==> config.mk <==
export PLATFORM = sky130hd
export DESIGN_NAME = pll_reset_sequencer
export DESIGN_NICKNAME = d
export VERILOG_FILES = /design/src/rtl/pll_reset_sequencer_pkg.sv /design/src/rtl/pll_reset_sequencer_sync_bit.sv /design/src/rtl/pll_reset_sequencer.sv
export SDC_FILE = /design/constraint.sdc
export NUM_CORES = 1
export LEC_CHECK = 0
export ABC_AREA = 1
export BUFFER_PORTS_ARGS = -buffer_cell sky130_fd_sc_hd__buf_2
export CORE_MARGIN = 8
export CORE_UTILIZATION = 58
export DETAILED_ROUTE_END_ITERATION = 10
export PLACE_DENSITY = 0.77
export REMOVE_ABC_BUFFERS = 1
export SLEW_MARGIN = 20
export SYNTH_ARGS = -nofsm -noshare
export SYNTH_HDL_FRONTEND = slang
export SYNTH_HIERARCHICAL = 1
export SYNTH_SLANG_ARGS = --single-unit
export TNS_END_PERCENT = 50
==> constraint.sdc <==
create_clock -name clock -period 2.7 [get_ports clock]
set_input_delay 0.135 -clock clock [delete_from_list [all_inputs] [get_ports clock]]
set_output_delay 0.135 -clock clock [all_outputs]
set_load 0.05 [all_outputs]
==> src/rtl/pll_reset_sequencer_pkg.sv <==
// pll_reset_sequencer_pkg: state encoding shared by the sequencer and any LED/debug decode of its state output
package pll_reset_sequencer_pkg;
  typedef enum logic [1:0] {
    PLL_RST   = 2'd0,
    WAIT_LOCK = 2'd1,
    HOLD      = 2'd2,
    RUN       = 2'd3
  } pll_state_e;
  function automatic int max3(input int a, input int b, input int c);
    int m;
    m = a > b ? a : b;
    return m > c ? m : c;
  endfunction
endpackage

==> src/rtl/pll_reset_sequencer_sync_bit.sv <==
// sync_bit: STAGES-deep single-bit synchroniser with synchronous clear
module sync_bit #(
  parameter int STAGES = 2
) (
  input  logic clock,
  input  logic reset,
  input  logic d,
  output logic q
);
  logic [STAGES-1:0] sync_q, sync_d;
  always_comb sync_d = {sync_q[STAGES-2:0], d};
  always_ff @(posedge clock) begin
    if (reset) sync_q <= '0;
    else       sync_q <= sync_d;
  end
  assign q = sync_q[STAGES-1];
endmodule

==> src/rtl/pll_reset_sequencer.sv <==
// pll_reset_sequencer: PLL start-up and SoC reset sequencing on the board clock.
// PLL_RETRY_EN adds the PLL_RST pulse state and a lock timeout that re-pulses the PLL.
module pll_reset_sequencer
  import pll_reset_sequencer_pkg::*;
#(
  parameter int SYNC_STAGES         = 2,
  parameter int PLL_RST_CYCLES      = 16,
  parameter int LOCK_STABLE_CYCLES  = 128,
  parameter int RESET_HOLD_CYCLES   = 128,
  parameter int LOCK_TIMEOUT_CYCLES = 65536
) (
  input  logic       clock,
  input  logic       reset,
  input  logic       pll_locked,
  input  logic       reset_req,
  output logic       pll_rst,
  output logic       soc_reset,
  output logic [1:0] state,
  output logic [7:0] lock_loss_cnt
);
  localparam int CW = $clog2(max3(PLL_RST_CYCLES, LOCK_STABLE_CYCLES, RESET_HOLD_CYCLES) + 1);
  pll_state_e state_q, state_d;
  logic [CW-1:0] cnt_q, cnt_d;
  logic [7:0] llc_q, llc_d;
  logic soc_reset_q, soc_reset_d;
  logic locked_s, qualified, timed_out;
  sync_bit #(.STAGES(SYNC_STAGES)) u_sync (
    .clock(clock),
    .reset(reset),
    .d(pll_locked),
    .q(locked_s)
  );
  assign qualified = locked_s && cnt_q == CW'(LOCK_STABLE_CYCLES - 1);
`ifdef PLL_RETRY_EN
  localparam pll_state_e RESET_STATE = PLL_RST;
  localparam int TW = $clog2(LOCK_TIMEOUT_CYCLES + 1);
  logic [TW-1:0] timeout_q, timeout_d;
  logic pll_rst_q, pll_rst_d;
  assign timed_out = timeout_q == TW'(LOCK_TIMEOUT_CYCLES - 1);
  always_comb begin
    timeout_d = (state_q == WAIT_LOCK && state_d == WAIT_LOCK) ? timeout_q + 1'b1 : '0;
    pll_rst_d = state_d == PLL_RST;
  end
  always_ff @(posedge clock) begin
    if (reset) begin
      timeout_q <= '0;
      pll_rst_q <= 1'b1;
    end else begin
      timeout_q <= timeout_d;
      pll_rst_q <= pll_rst_d;
    end
  end
  assign pll_rst = pll_rst_q;
`else
  localparam pll_state_e RESET_STATE = WAIT_LOCK;
  // no retry: WAIT_LOCK never times out, the timeout length only matters to the retry build
  assign timed_out = 1'b0 & (LOCK_TIMEOUT_CYCLES > 0);
  assign pll_rst   = 1'b0;
`endif
  always_comb begin
    state_d = state_q;
    llc_d   = llc_q;
    case (state_q)
      PLL_RST:   state_d = cnt_q == CW'(PLL_RST_CYCLES - 1) ? WAIT_LOCK : PLL_RST;
      WAIT_LOCK: state_d = qualified ? HOLD : timed_out ? PLL_RST : WAIT_LOCK;
      HOLD:      state_d = !locked_s ? WAIT_LOCK : cnt_q == CW'(RESET_HOLD_CYCLES - 1) ? RUN : HOLD;
      default: begin
        state_d = !locked_s ? WAIT_LOCK : reset_req ? HOLD : RUN;
        llc_d   = (!locked_s && llc_q != 8'hff) ? llc_q + 1'b1 : llc_q;
      end
    endcase
    // one counter serves every state: it restarts on any state change and on a lock drop in WAIT_LOCK
    cnt_d = (state_d != state_q || state_q == RUN || (state_q == WAIT_LOCK && !locked_s)) ? '0 : cnt_q + 1'b1;
    soc_reset_d = state_d != RUN;
  end
  always_ff @(posedge clock) begin
    if (reset) begin
      state_q     <= RESET_STATE;
      cnt_q       <= '0;
      llc_q       <= '0;
      soc_reset_q <= 1'b1;
    end else begin
      state_q     <= state_d;
      cnt_q       <= cnt_d;
      llc_q       <= llc_d;
      soc_reset_q <= soc_reset_d;
    end
  end
  assign state         = state_q;
  assign soc_reset     = soc_reset_q;
  assign lock_loss_cnt = llc_q;
endmodule

==> results_dict.tcl <==
set metrics [dict create \
    ys_types 19 \
    outcome "completed" \
    die_width_um 58.4 \
    min_to "u_sync/sync_q[0]" \
    track_usage 0.118 \
    hpwlAfterDp_um 1410 \
    antenna_found_initial 0 \
    drive_above_1_share 0.224 \
    hold_path.class "primary input to flop" \
    crit_required_ns 2.91 \
    synth_seq_cells 21 \
    cap_violations 0 \
    critical_path_class "flop to flop" \
    r2r_start "lock_loss_cnt[0]" \
    clockBufferDepth 2 \
    place_congestion 0.874 \
    synth_cells 145 \
    reg2reg_slack_ns 1.16 \
    post_cts_buffers 0 \
    seq_power_share 0.651 \
    min_from "pll_locked" \
    ys_warn_count 6 \
    dieHeight_um 58.4 \
    power.internal_mw 0.371 \
    clockPowerShare 0.320 \
    vias_per_cell 4.81 \
    fin_setup_tns_ns 0 \
    ys_seq_area_frac 0.403 \
    worstSkewPairLatency_ns 0.30 \
    fin_skew_ns 0.00558 \
    pwr-share-comb 0.029 \
    synth_top_area_cell "dfxtp_1" \
    final.min_clock_period_ns 1.54 \
    grt_pass1_wl_um 3310 \
    setup_slack_ns 1.16 \
    dp_slack_ns 1.18 \
    fin_nets 168 \
    cts_hold_buf 0 \
    syn_area_mm2 0.00104 \
    switchingPower_mw 0.111 \
    hold_slack_ns 0.0331 \
    grt_max_degree 13 \
    path_clk_slew_ns 0.13 \
    cp-end-kind "flop" \
    startpoint_type "flop" \
    wire_per_inst_um 10.1 \
    synth_area_leaders "dfxtp_1, nand2_1, inv_1" \
    drv_slew 0 \
    whs_path_depth 3 \
    numClockSinks 21 \
    cts_tree "done" \
    finalCritPeriodShare 0.572 \
    first_global_vias 777 \
    synth_top_area_frac 0.403 \
    regToRegEndpoint "lock_loss_cnt[1]" \
    drt-total-wl_um 1880 \
    area_growth_pct 10.6 \
    fin_util 0.675 \
    num_vias 894 \
    max_clock_freq_ghz 0.648 \
    finalHoldViolCount 0 \
    overflow 0 \
    first_pass_iters 4 \
    setup_viol 0 \
    htreeDepth 1 \
    ant_nets 0 \
    syn_area_per_cell_um2 7.19 \
    peakVddDrop_mv 0.292 \
    r2r_cells 8 \
    num_antenna_cells 0 \
    cts-buffers-inserted 3 \
    core_mm2 0.00171 \
    p_leak_nw 0.475 \
    cp.arrival_ns 1.75 \
    cts_resized 0 \
    drtIter0Drc 26 \
    path_max_fanout 11 \
    io_pins 16 \
    route.detailed.drc 0 \
    port_buffers 14 \
    num_rows 15 \
    rsz0062_at_grt "false" \
    dieArea_mm2 0.00341 \
    clockRootBuffer "clkbuf_4" \
    initial_core_util 0.610 \
    pwr_density_cell_mw_per_mm2 418 \
    sw_frac_of_total 0.230 \
]
-- power groups by stage --
stage          clock network (mW)  registers [mW]  logic (mW)
2_1_floorplan                   0           0.320     0.00906
3_3_place_gp                    0           0.320      0.0138
3_5_place_dp                    0           0.320      0.0141
4_1_cts                     0.157           0.313      0.0142
5_1_grt                     0.167           0.314      0.0157
6_report                    0.154           0.313      0.0141
-- cells in the mapped netlist --
| master | n |
|---|---|
| o21ai_1 | 4 |
| nor2_1 | 17 |
| nor3_1 | 1 |
| nand2_4 | 1 |
| o211ai_1 | 1 |
| conb_1 | 1 |
| xor2_1 | 4 |
| buf_4 | 1 |
| ha_1 | 2 |
| inv_1 | 20 |
| nand2_1 | 33 |
| dfxtp_1 | 21 |
| nand2_2 | 5 |
| buf_6 | 1 |
| a21oi_1 | 7 |
| xnor2_1 | 4 |
| nand4_1 | 5 |
| nand3_1 | 5 |
| nor2_2 | 12 |
-- metrics by stage --
stage          instances  total power [mW]  instance area (µm²)
5_1_grt              186             0.496                 1150
6_report             186             0.482                 1150
4_1_cts              186             0.484                 1150
3_3_place_gp         182             0.334                 1120
2_1_floorplan        143             0.329                 1020
3_5_place_dp         182             0.334                 1120
-- flip-flops by register name, indices dropped and copies added (netlist names) --
register,cells
soc_reset,1
lock_loss_cnt,8
u_sync/sync_q,2
cnt_q,8
state,2
-- cell families (layout without fill, tap and decap cells) --
kind of cell / Yosys count / count (layout) / share of synthesized area
flops: 21 / 21 / 0.403
buf+inv: 22 / 38 / 0.0900
xor+xnor: 8 / 8 / 0.0672
simple gates: 79 / 79 / 0.352
compound gates: 12 / 12 / 0.0600
other cells: 1 / 1 / 0.00360
fa+ha+maj: 2 / 2 / 0.0240
-- worst max-delay path, cell delays in order, from the launching register on --
cell and delay [ns]:
dfxtp_1 0.41, ha_1 0.23, nand3_1 0.12, nor2_2 0.13, nand2_1 0.08, nand2_2 0.18
inv_1 0.15, nor2_1 0.12, nor2_1 0.05
-- cell usage in the layout (no fill, tap or decap) --
master / count
nand2_1: 33
dfxtp_1: 21
inv_1: 20
nor2_1: 17
buf_2: 14
nor2_2: 12
a21oi_1: 7
nand3_1: 5
nand2_2: 5
nand4_1: 5
o21ai_1: 4
xnor2_1: 4
xor2_1: 4
clkbuf_4: 3
ha_1: 2
nor3_1: 1
o211ai_1: 1
nand2_4: 1
conb_1: 1
clkinv_2: 1
-- routing by layer --
metal | up-vias | track usage | share of wire
li1 | 478 | - | -
met1 | 404 | 0.156 | 0.51
met2 | 10 | 0.184 | 0.45
met3 | 2 | 0.0239 | 0.032
met4 | 0 | 0.0420 | 0.0069
met5 | - | 0 | 0
-- cell type report --
class | count | area (µm²)
clock inverters | 1 | 5.00
flip-flops and latches | 21 | 420
fillers | 142 | 556
clock buffers | 3 | 22.5
inverters | 20 | 75.1
multi-input cells | 102 | 528
repair buffers | 14 | 70.1
well taps | 25 | 31.3
-- worst max-delay path by stage --
stage	depth (start not counted)	start	end	slack (ns)
2_1_floorplan	8	lock_loss_cnt[1]	lock_loss_cnt[1]	0.98
5_1_grt	8	lock_loss_cnt[0]	lock_loss_cnt[1]	0.98
3_5_place_dp	8	lock_loss_cnt[0]	lock_loss_cnt[1]	1.18
3_3_place_gp	8	lock_loss_cnt[0]	lock_loss_cnt[1]	1.20
6_report	8	lock_loss_cnt[0]	lock_loss_cnt[1]	1.16
4_1_cts	8	lock_loss_cnt[0]	lock_loss_cnt[1]	1.15
Note: power is estimated with default switching activity, not from simulation.
